==> config.mk <==
export PLATFORM = sky130hd
export DESIGN_NAME = fifo_wr_ctrl
export DESIGN_NICKNAME = d
export VERILOG_FILES = /design/src/rtl/fifo_wr_ctrl.sv
export SDC_FILE = /design/constraint.sdc
export NUM_CORES = 1
export LEC_CHECK = 0
export ABC_AREA = 1
export BUFFER_PORTS_ARGS = -buffer_cell sky130_fd_sc_hd__buf_2
export CELL_PAD_IN_SITES_DETAIL_PLACEMENT = 1
export CELL_PAD_IN_SITES_GLOBAL_PLACEMENT = 1
export CORE_MARGIN = 4
export CORE_UTILIZATION = 36
export CTS_BUF_LIST = sky130_fd_sc_hd__clkbuf_8
export CTS_CLUSTER_SIZE = 10
export DETAILED_ROUTE_END_ITERATION = 16
export PLACE_DENSITY_LB_ADDON = 0.1
export SYNTH_ARGS = -nofsm -noshare
export SYNTH_HDL_FRONTEND = slang
export SYNTH_SLANG_ARGS = --single-unit
==> constraint.sdc <==
create_clock -name CLK -period 1.85 [get_ports CLK]
set_input_delay 0 -clock CLK [delete_from_list [all_inputs] [get_ports CLK]]
set_output_delay 0 -clock CLK [all_outputs]
set_load 0.05 [all_outputs]
==> src/rtl/fifo_wr_ctrl.sv <==
// Write-side controller for a single-clock FIFO: tracks the write pointer and occupancy,
// registers the memory write strobe, address and data, and raises full, almost-full and overflow flags.
module fifo_wr_ctrl #(
  parameter int DATA_W     = 32,
  parameter int DEPTH      = 16,
  parameter int AFULL_TH   = DEPTH - 2,
  parameter bit ERR_STICKY = 1'b1,
  localparam int AW        = $clog2(DEPTH),
  localparam int CW        = AW + 1
) (
  input  logic              CLK,
  input  logic              nRST,
  input  logic              i_wr_en,
  input  logic [DATA_W-1:0] i_wr_data,
  input  logic              i_rd_pop,
  input  logic              i_err_clr,
  output logic              o_mem_wr_en,
  output logic [AW-1:0]     o_mem_waddr,
  output logic [DATA_W-1:0] o_mem_wdata,
  output logic              o_fifo_full,
  output logic              o_fifo_afull,
  output logic              o_fifo_wr_err,
  output logic [CW-1:0]     o_fifo_count
);

  logic              r_mem_wr_en;
  logic [AW-1:0]     r_mem_waddr;
  logic [DATA_W-1:0] r_mem_wdata;
  logic [AW-1:0]     r_wptr;
  logic [CW-1:0]     r_count;
  logic              r_full;
  logic              r_afull;
  logic              r_err;

  logic              w_push_acc;
  logic              w_pop_eff;
  logic              w_ovf;
  logic [CW-1:0]     w_count_nxt;

  // Acceptance uses the registered full flag, so a same-cycle pop never frees room for a push.
  assign w_push_acc = i_wr_en & ~r_full;
  assign w_ovf      = i_wr_en &  r_full;
  assign w_pop_eff  = i_rd_pop & (r_count != '0);

  // NOTE: every signal gets a default first so no path leaves it unassigned (no latch).
  always_comb begin
    w_count_nxt = r_count;
    if (w_push_acc && !w_pop_eff)
      w_count_nxt = r_count + CW'(1);
    else if (!w_push_acc && w_pop_eff)
      w_count_nxt = r_count - CW'(1);
  end

  // NOTE: sequential state uses non-blocking assignments so all registers update from pre-edge values.
  always_ff @(posedge CLK or negedge nRST) begin
    if (!nRST) begin
      r_mem_wr_en <= 1'b0;
      r_mem_waddr <= '0;
      r_mem_wdata <= '0;
      r_wptr      <= '0;
      r_count     <= '0;
      r_full      <= 1'b0;
      r_afull     <= 1'b0;
      r_err       <= 1'b0;
    end else begin
      r_mem_wr_en <= w_push_acc;
      if (w_push_acc) begin
        r_mem_waddr <= r_wptr;
        r_mem_wdata <= i_wr_data;
        r_wptr      <= r_wptr + AW'(1);
      end
      r_count <= w_count_nxt;
      r_full  <= (w_count_nxt == CW'(DEPTH));
      r_afull <= (w_count_nxt >= CW'(AFULL_TH));
      if (ERR_STICKY) begin
        // A new overflow takes priority over a clear in the same cycle.
        if (w_ovf)
          r_err <= 1'b1;
        else if (i_err_clr)
          r_err <= 1'b0;
      end else begin
        r_err <= w_ovf;
      end
    end
  end

  assign o_mem_wr_en   = r_mem_wr_en;
  assign o_mem_waddr   = r_mem_waddr;
  assign o_mem_wdata   = r_mem_wdata;
  assign o_fifo_full   = r_full;
  assign o_fifo_afull  = r_afull;
  assign o_fifo_wr_err = r_err;
  assign o_fifo_count  = r_count;

endmodule

Word-level counts from Yosys, hierarchy flattened --
Index checks and enable logic that the tools add are counted.
Word-level totals: bits in registers 49, bits of input ports 37, output and inout port bits 45, word-level logic and storage cells 27
Operators by class: $add $sub $neg 3, order comparisons 1, equal/unequal tests 1, multiplexer cells 4, bitwise operators 4, reductions and logical operators 6
Operator list (count):
- $mux W5 | 2
- $add A5 B1 Y5 const B | 1
- $eq A5 B5 Y1 const B | 1
- $ge A5 B4 Y1 const B | 1
- $reduce_bool A5 Y1 | 1
- $sub A5 B1 Y5 const B | 1
- $add A4 B1 Y4 const B | 1
- $and A1 B1 Y1 | 3
- $logic_and A1 B1 Y1 | 2
- $logic_not A1 Y1 | 2
- $mux W1 | 2
- $reduce_bool A2 Y1 | 1
- $not A1 Y1 | 1

Logic depth before layout (Yosys ltp) --
depth after elaboration 7, mapped depth 11, gate-level depth less buffers 11

Worst setup path after synthesis --
No wires, ideal clock.
path type register to register, start point register r_count[0], in the netlist o_fifo_count[0], end point register r_full, in the netlist o_fifo_full, setup time 0.114 ns, data arrival time 1.730 ns, data required time 1.736 ns, setup slack 0.006 ns, stages on the path, launching flop included 12, path buffers 1, period minus slack after synthesis 1.844 ns, cells stage by stage dfrtp_1 > inv_1 > ha_1 > nand3_2 > nand2_2 > nand2_2 > buf_6 > clkinv_2 > nand2_1 > nand2_2 > nand3_1 > nor2_2
Between the ends: longest elaborated chain between the ends 6, elaborated cells on any way between the ends 10, classes of those cells add/sub (2); eq/ne (1); mux (2); bitwise (1); reduce/logical (4)
Ends and longest elaborated chain:
- start, declared | line 30 | logic [CW-1:0] r_count;
- start signal, assigned | line 72 | r_count <= w_count_nxt;
- parallel branches: the longest is 4 deep, another holds $sub A5 B1 Y5
- $mux W5 * | line 48 | if (w_push_acc && !w_pop_eff)
- named net w_count_nxt[4] | line 38 | logic [CW-1:0] w_count_nxt;
- $eq A5 B5 Y1 * | line 73 | r_full <= (w_count_nxt == CW'(DEPTH));
- end signal, assigned | line 73
- end, declared | line 31 | logic r_full;
Mark *: on every way through the listed nets, which the timed path passes. A chain may end at the register's enable or synchronous reset.

Worst setup path after layout --
start point register r_count[0], in the netlist o_fifo_count[0], end point register r_afull, in the netlist o_fifo_afull
Between the ends: longest elaborated chain between the ends 6, elaborated cells on any way between the ends 10, classes of those cells add/sub (2); order compare (1); mux (2); bitwise (1); reduce/logical (4)
Ends and longest elaborated chain:
- parallel branches: the longest is 4 deep, another holds $sub A5 B1 Y5
- $mux W5 * | line 48
- named net w_count_nxt[3] | line 38
- $ge A5 B4 Y1 * | line 74 | r_afull <= (w_count_nxt >= CW'(AFULL_TH));
- end signal, assigned | line 74
- end, declared | line 32 | logic r_afull;
Marked as above.

==> out/results.tsv <==
stage	metric	value	unit
outcome	status	completed	
global_route	grt_first_pass_wirelength	10100	um
placed_design	gp_congestion	0.799	
route	wl	5950	um
sta	worst_slew_pin_slew	0.630	ns
logic_synthesis	synthXorXnorAreaFrac	2.42	%
floorplanning	die_w	85.6	um
logic_synthesis	synthAdderAreaFrac	1.73	%
logic_synthesis	synth_fp_nets	292	
route	drt_iter0_drc	30	
final_layout	layout.cells.most_common	nand2_1	
global_route	grt_max_degree	50	
final_layout	antenna_cells	0	
sta	period_share	93.3	%
power	pwr-share-comb	45.1	%
sta	setup_tns	0	ns
route	wl_per_cell	13.4	um
placed_design	portBuffers	81	
floorplanning	fp.dieArea	7330	sq um
sta	fmax	580	MHz
worst_setup_path	crit_path_start_kind	flip-flop	
sta	skew	0.00769	ns
placed_design	dp_hpwl	3950	um
cts	cts-buffers-inserted	5	
cts	clockBufferDepth	2	
final_layout	syn_to_final_growth	41.8	%
logic_synthesis	synth_cell_types	26	
final_layout	layout_common_cells	nand2_1 (131), buf_2 (81), dfrtp_1 (49), dlygate4sd3_1 (35), inv_1 (13)	
cts	cts_tree	built	
worst_setup_path	r2r_start	o_fifo_count[0]	
power	seqPwrFrac	39.0	%
sta	finalSetupViolCount	0	
power	vdd_ir_drop_max	0.000835	V
logic_synthesis	ys_seq_elements	49	
power	clkPwrFrac	16.0	%
route	drc	0	
cts	htreeDepth	2	
worst_setup_path	r2r_slack	0.12	ns
cts	cts_resized	0	
power	switching_power	1.80	mW
hold_path	min-delay-start	i_wr_en	
global_route	grt-ovfl-total	0	
global_route	grt_pass1_vias	2085	
cts	clock_latency	0.30	ns
floorplanning	start_util	36.8	%
logic_synthesis	yosysSeqAreaShare	56.5	%
cts	root_buffer	clkbuf_8	
route	viasPerCell	4.42	
hold_path	hold_end	o_mem_wdata[18]	
worst_setup_path	cp_max_fo	11	
power	swShare	47.1	%
placed_design	dp_cells	402	
final_layout	final_cell_count_no_fill	445	
route	ant_nets	0	
logic_synthesis	synth_mux_area_share	0	%
worst_setup_path	critPathKind	flip-flop to flip-flop	
logic_synthesis	synthSimpleGateAreaFrac	30.9	%
worst_setup_path	r2r_end	o_fifo_afull	
cts	clkTransAtPathRegs	0.09	ns
hold_path	hold_class	primary input to flip-flop	
power	leakage	1.72	nW
worst_setup_path	worst_ep_arrival_time	1.97	ns
flow_run	maxCapViolCount	0	
logic_synthesis	synth_compound_area_share	2.19	%
worst_setup_path	required	2.09	ns
sta	rsz0062_at_grt	false	
hold_path	hold_depth	5	
sta	layout_min_cycle_time	1.73	ns
sta	slew_headroom	58.0	%
logic_synthesis	yosys_warnings	0	
floorplanning	core_area	5890	sq um
power	p_per_area	1250	nW/um^2
cts	cts_sinks	49	
final_layout	drive_above_1_share	30.0	%
final_layout	nets	409	
route	vias	1965	
sta	slew_viol_final	0	
global_route	antenna_found_initial	0	
worst_setup_path	reg2regPathDepth	9	
global_route	track_usage	17.4	%
worst_setup_path	end_kind	flip-flop	
floorplanning	fp-row-count	28	
logic_synthesis	synthCells	252	
logic_synthesis	syn-cell-area	2170	sq um
floorplanning	die_h	85.6	um
route	dr.pass1.iters	4	
logic_synthesis	avgSynthCellArea	8.60	sq um
floorplanning	io_pins	82	
sta	hold_viol	0	
logic_synthesis	synth_top_family_by_area	simple AND/OR/NAND/NOR gates	
power	p_int	2.03	mW
==> synth_stat cells <==
library cell / count / area, sq um
nand2_1: 131 / 492
dfrtp_1: 49 / 1230
inv_1: 11 / 41.3
nand3_1: 9 / 45.0
buf_2: 7 / 35.0
inv_2: 6 / 22.5
xor2_1: 6 / 52.6
o21ai_0: 4 / 20.0
ha_1: 3 / 37.5
nand2_2: 3 / 18.8
nand3_2: 3 / 30.0
buf_6: 2 / 22.5
nand4_1: 2 / 12.5
nor2_1: 2 / 7.51
nor2_4: 2 / 22.5
nor3_1: 2 / 10.0
a21oi_1: 1 / 5.00
a21oi_2: 1 / 8.76
buf_1: 1 / 3.75
clkbuf_1: 1 / 3.75
clkinv_2: 1 / 5.00
nor2_2: 1 / 6.26
nor2_8: 1 / 20.0
o21ai_1: 1 / 5.00
o21ai_2: 1 / 8.76
or2_1: 1 / 6.26
==> final cells by class <==
class / count / area (sq um)
clock buffers: 5 / 68.8
clock inverters: 3 / 15.0
fillers: 730 / 2810
inverters: 18 / 68.8
multi-input cells: 174 / 808
flip-flops and latches: 49 / 1230
well taps: 75 / 93.8
repair buffers: 121 / 793
==> registers in the layout, indices dropped and copies added, names as in the netlist <==
name	cells
o_fifo_afull	1
o_fifo_count	5
o_fifo_full	1
o_fifo_wr_err	1
o_mem_waddr	4
o_mem_wdata	32
o_mem_wr_en	1
r_wptr	4
==> metrics by stage <==
stage          util, %  total power, mW  area [sq um]  hold slack [ns]  setup slack [ns]
2_1_floorplan        -             2.77          2170           -0.296           0.00597
3_3_place_gp      44.9             3.16          2640            0.153             0.222
3_5_place_dp      44.9             3.19          2640            0.156             0.133
4_1_cts           52.2             3.89          3070           0.0951             0.118
5_1_grt           52.2             4.11          3070            0.112           0.00389
6_report          52.2             3.83          3070           0.0996             0.124
==> layer usage <==
| layer | GRT usage, % | vias to the layer above | wire, um |
|---|---|---|---|
| met2 | 30.3 | 43 | 3090 |
| met3 | 4.03 | 4 | 275 |
| li1 | - | 1001 | - |
| met4 | 4.75 | 0 | 61 |
| met5 | 0 | - | 0 |
| met1 | 21.6 | 917 | 2530 |
==> power groups by stage <==
stage                     registers (mW)  logic, mW  clock network, mW
after floorplan                     2.10      0.675                  0
after global placement              1.50       1.66                  0
after detailed placement            1.51       1.68                  0
after CTS                           1.49       1.75              0.646
after global routing                1.54       1.88              0.694
final                               1.49       1.73              0.612
==> worst max-delay path, cell delays in order, from the launching register on <==
cell     delay [ns]
dfrtp_1        0.43
inv_1          0.14
ha_1           0.23
nand3_2        0.12
nand2_2        0.11
nand2_2        0.16
or2_1          0.25
nand2_1        0.08
nand3_1        0.08
nand2_1        0.06
==> timing repair <==
action                                 4_1_cts  5_1_grt
endpoints found under the hold margin       82        0
hold buffers                                35        0
buffers inserted                             0        0
==> worst max-delay path by stage <==
stage                               start           end  cells past startpoint
after global routing      o_fifo_count[0]  o_fifo_afull                      9
after floorplan           o_fifo_count[0]   o_fifo_full                     11
after global placement    o_fifo_count[0]  o_fifo_afull                      9
after CTS                 o_fifo_count[0]  o_fifo_afull                      9
after detailed placement  o_fifo_count[0]  o_fifo_afull                      9
final                     o_fifo_count[0]  o_fifo_afull                      9
==> logic make-up (layout without fill, tap and decap cells) <==
kind of cell               count (synthesis)  after routing
AOI/OAI and AO/OA                          8              8
xor gates and xnor gates                   6              6
adders and majority gates                  3              3
buffers and inverters                     29            147
DFF                                       49             49
and+or+nand+nor                          157            157
Note: power is estimated with default switching activity, not from simulation.
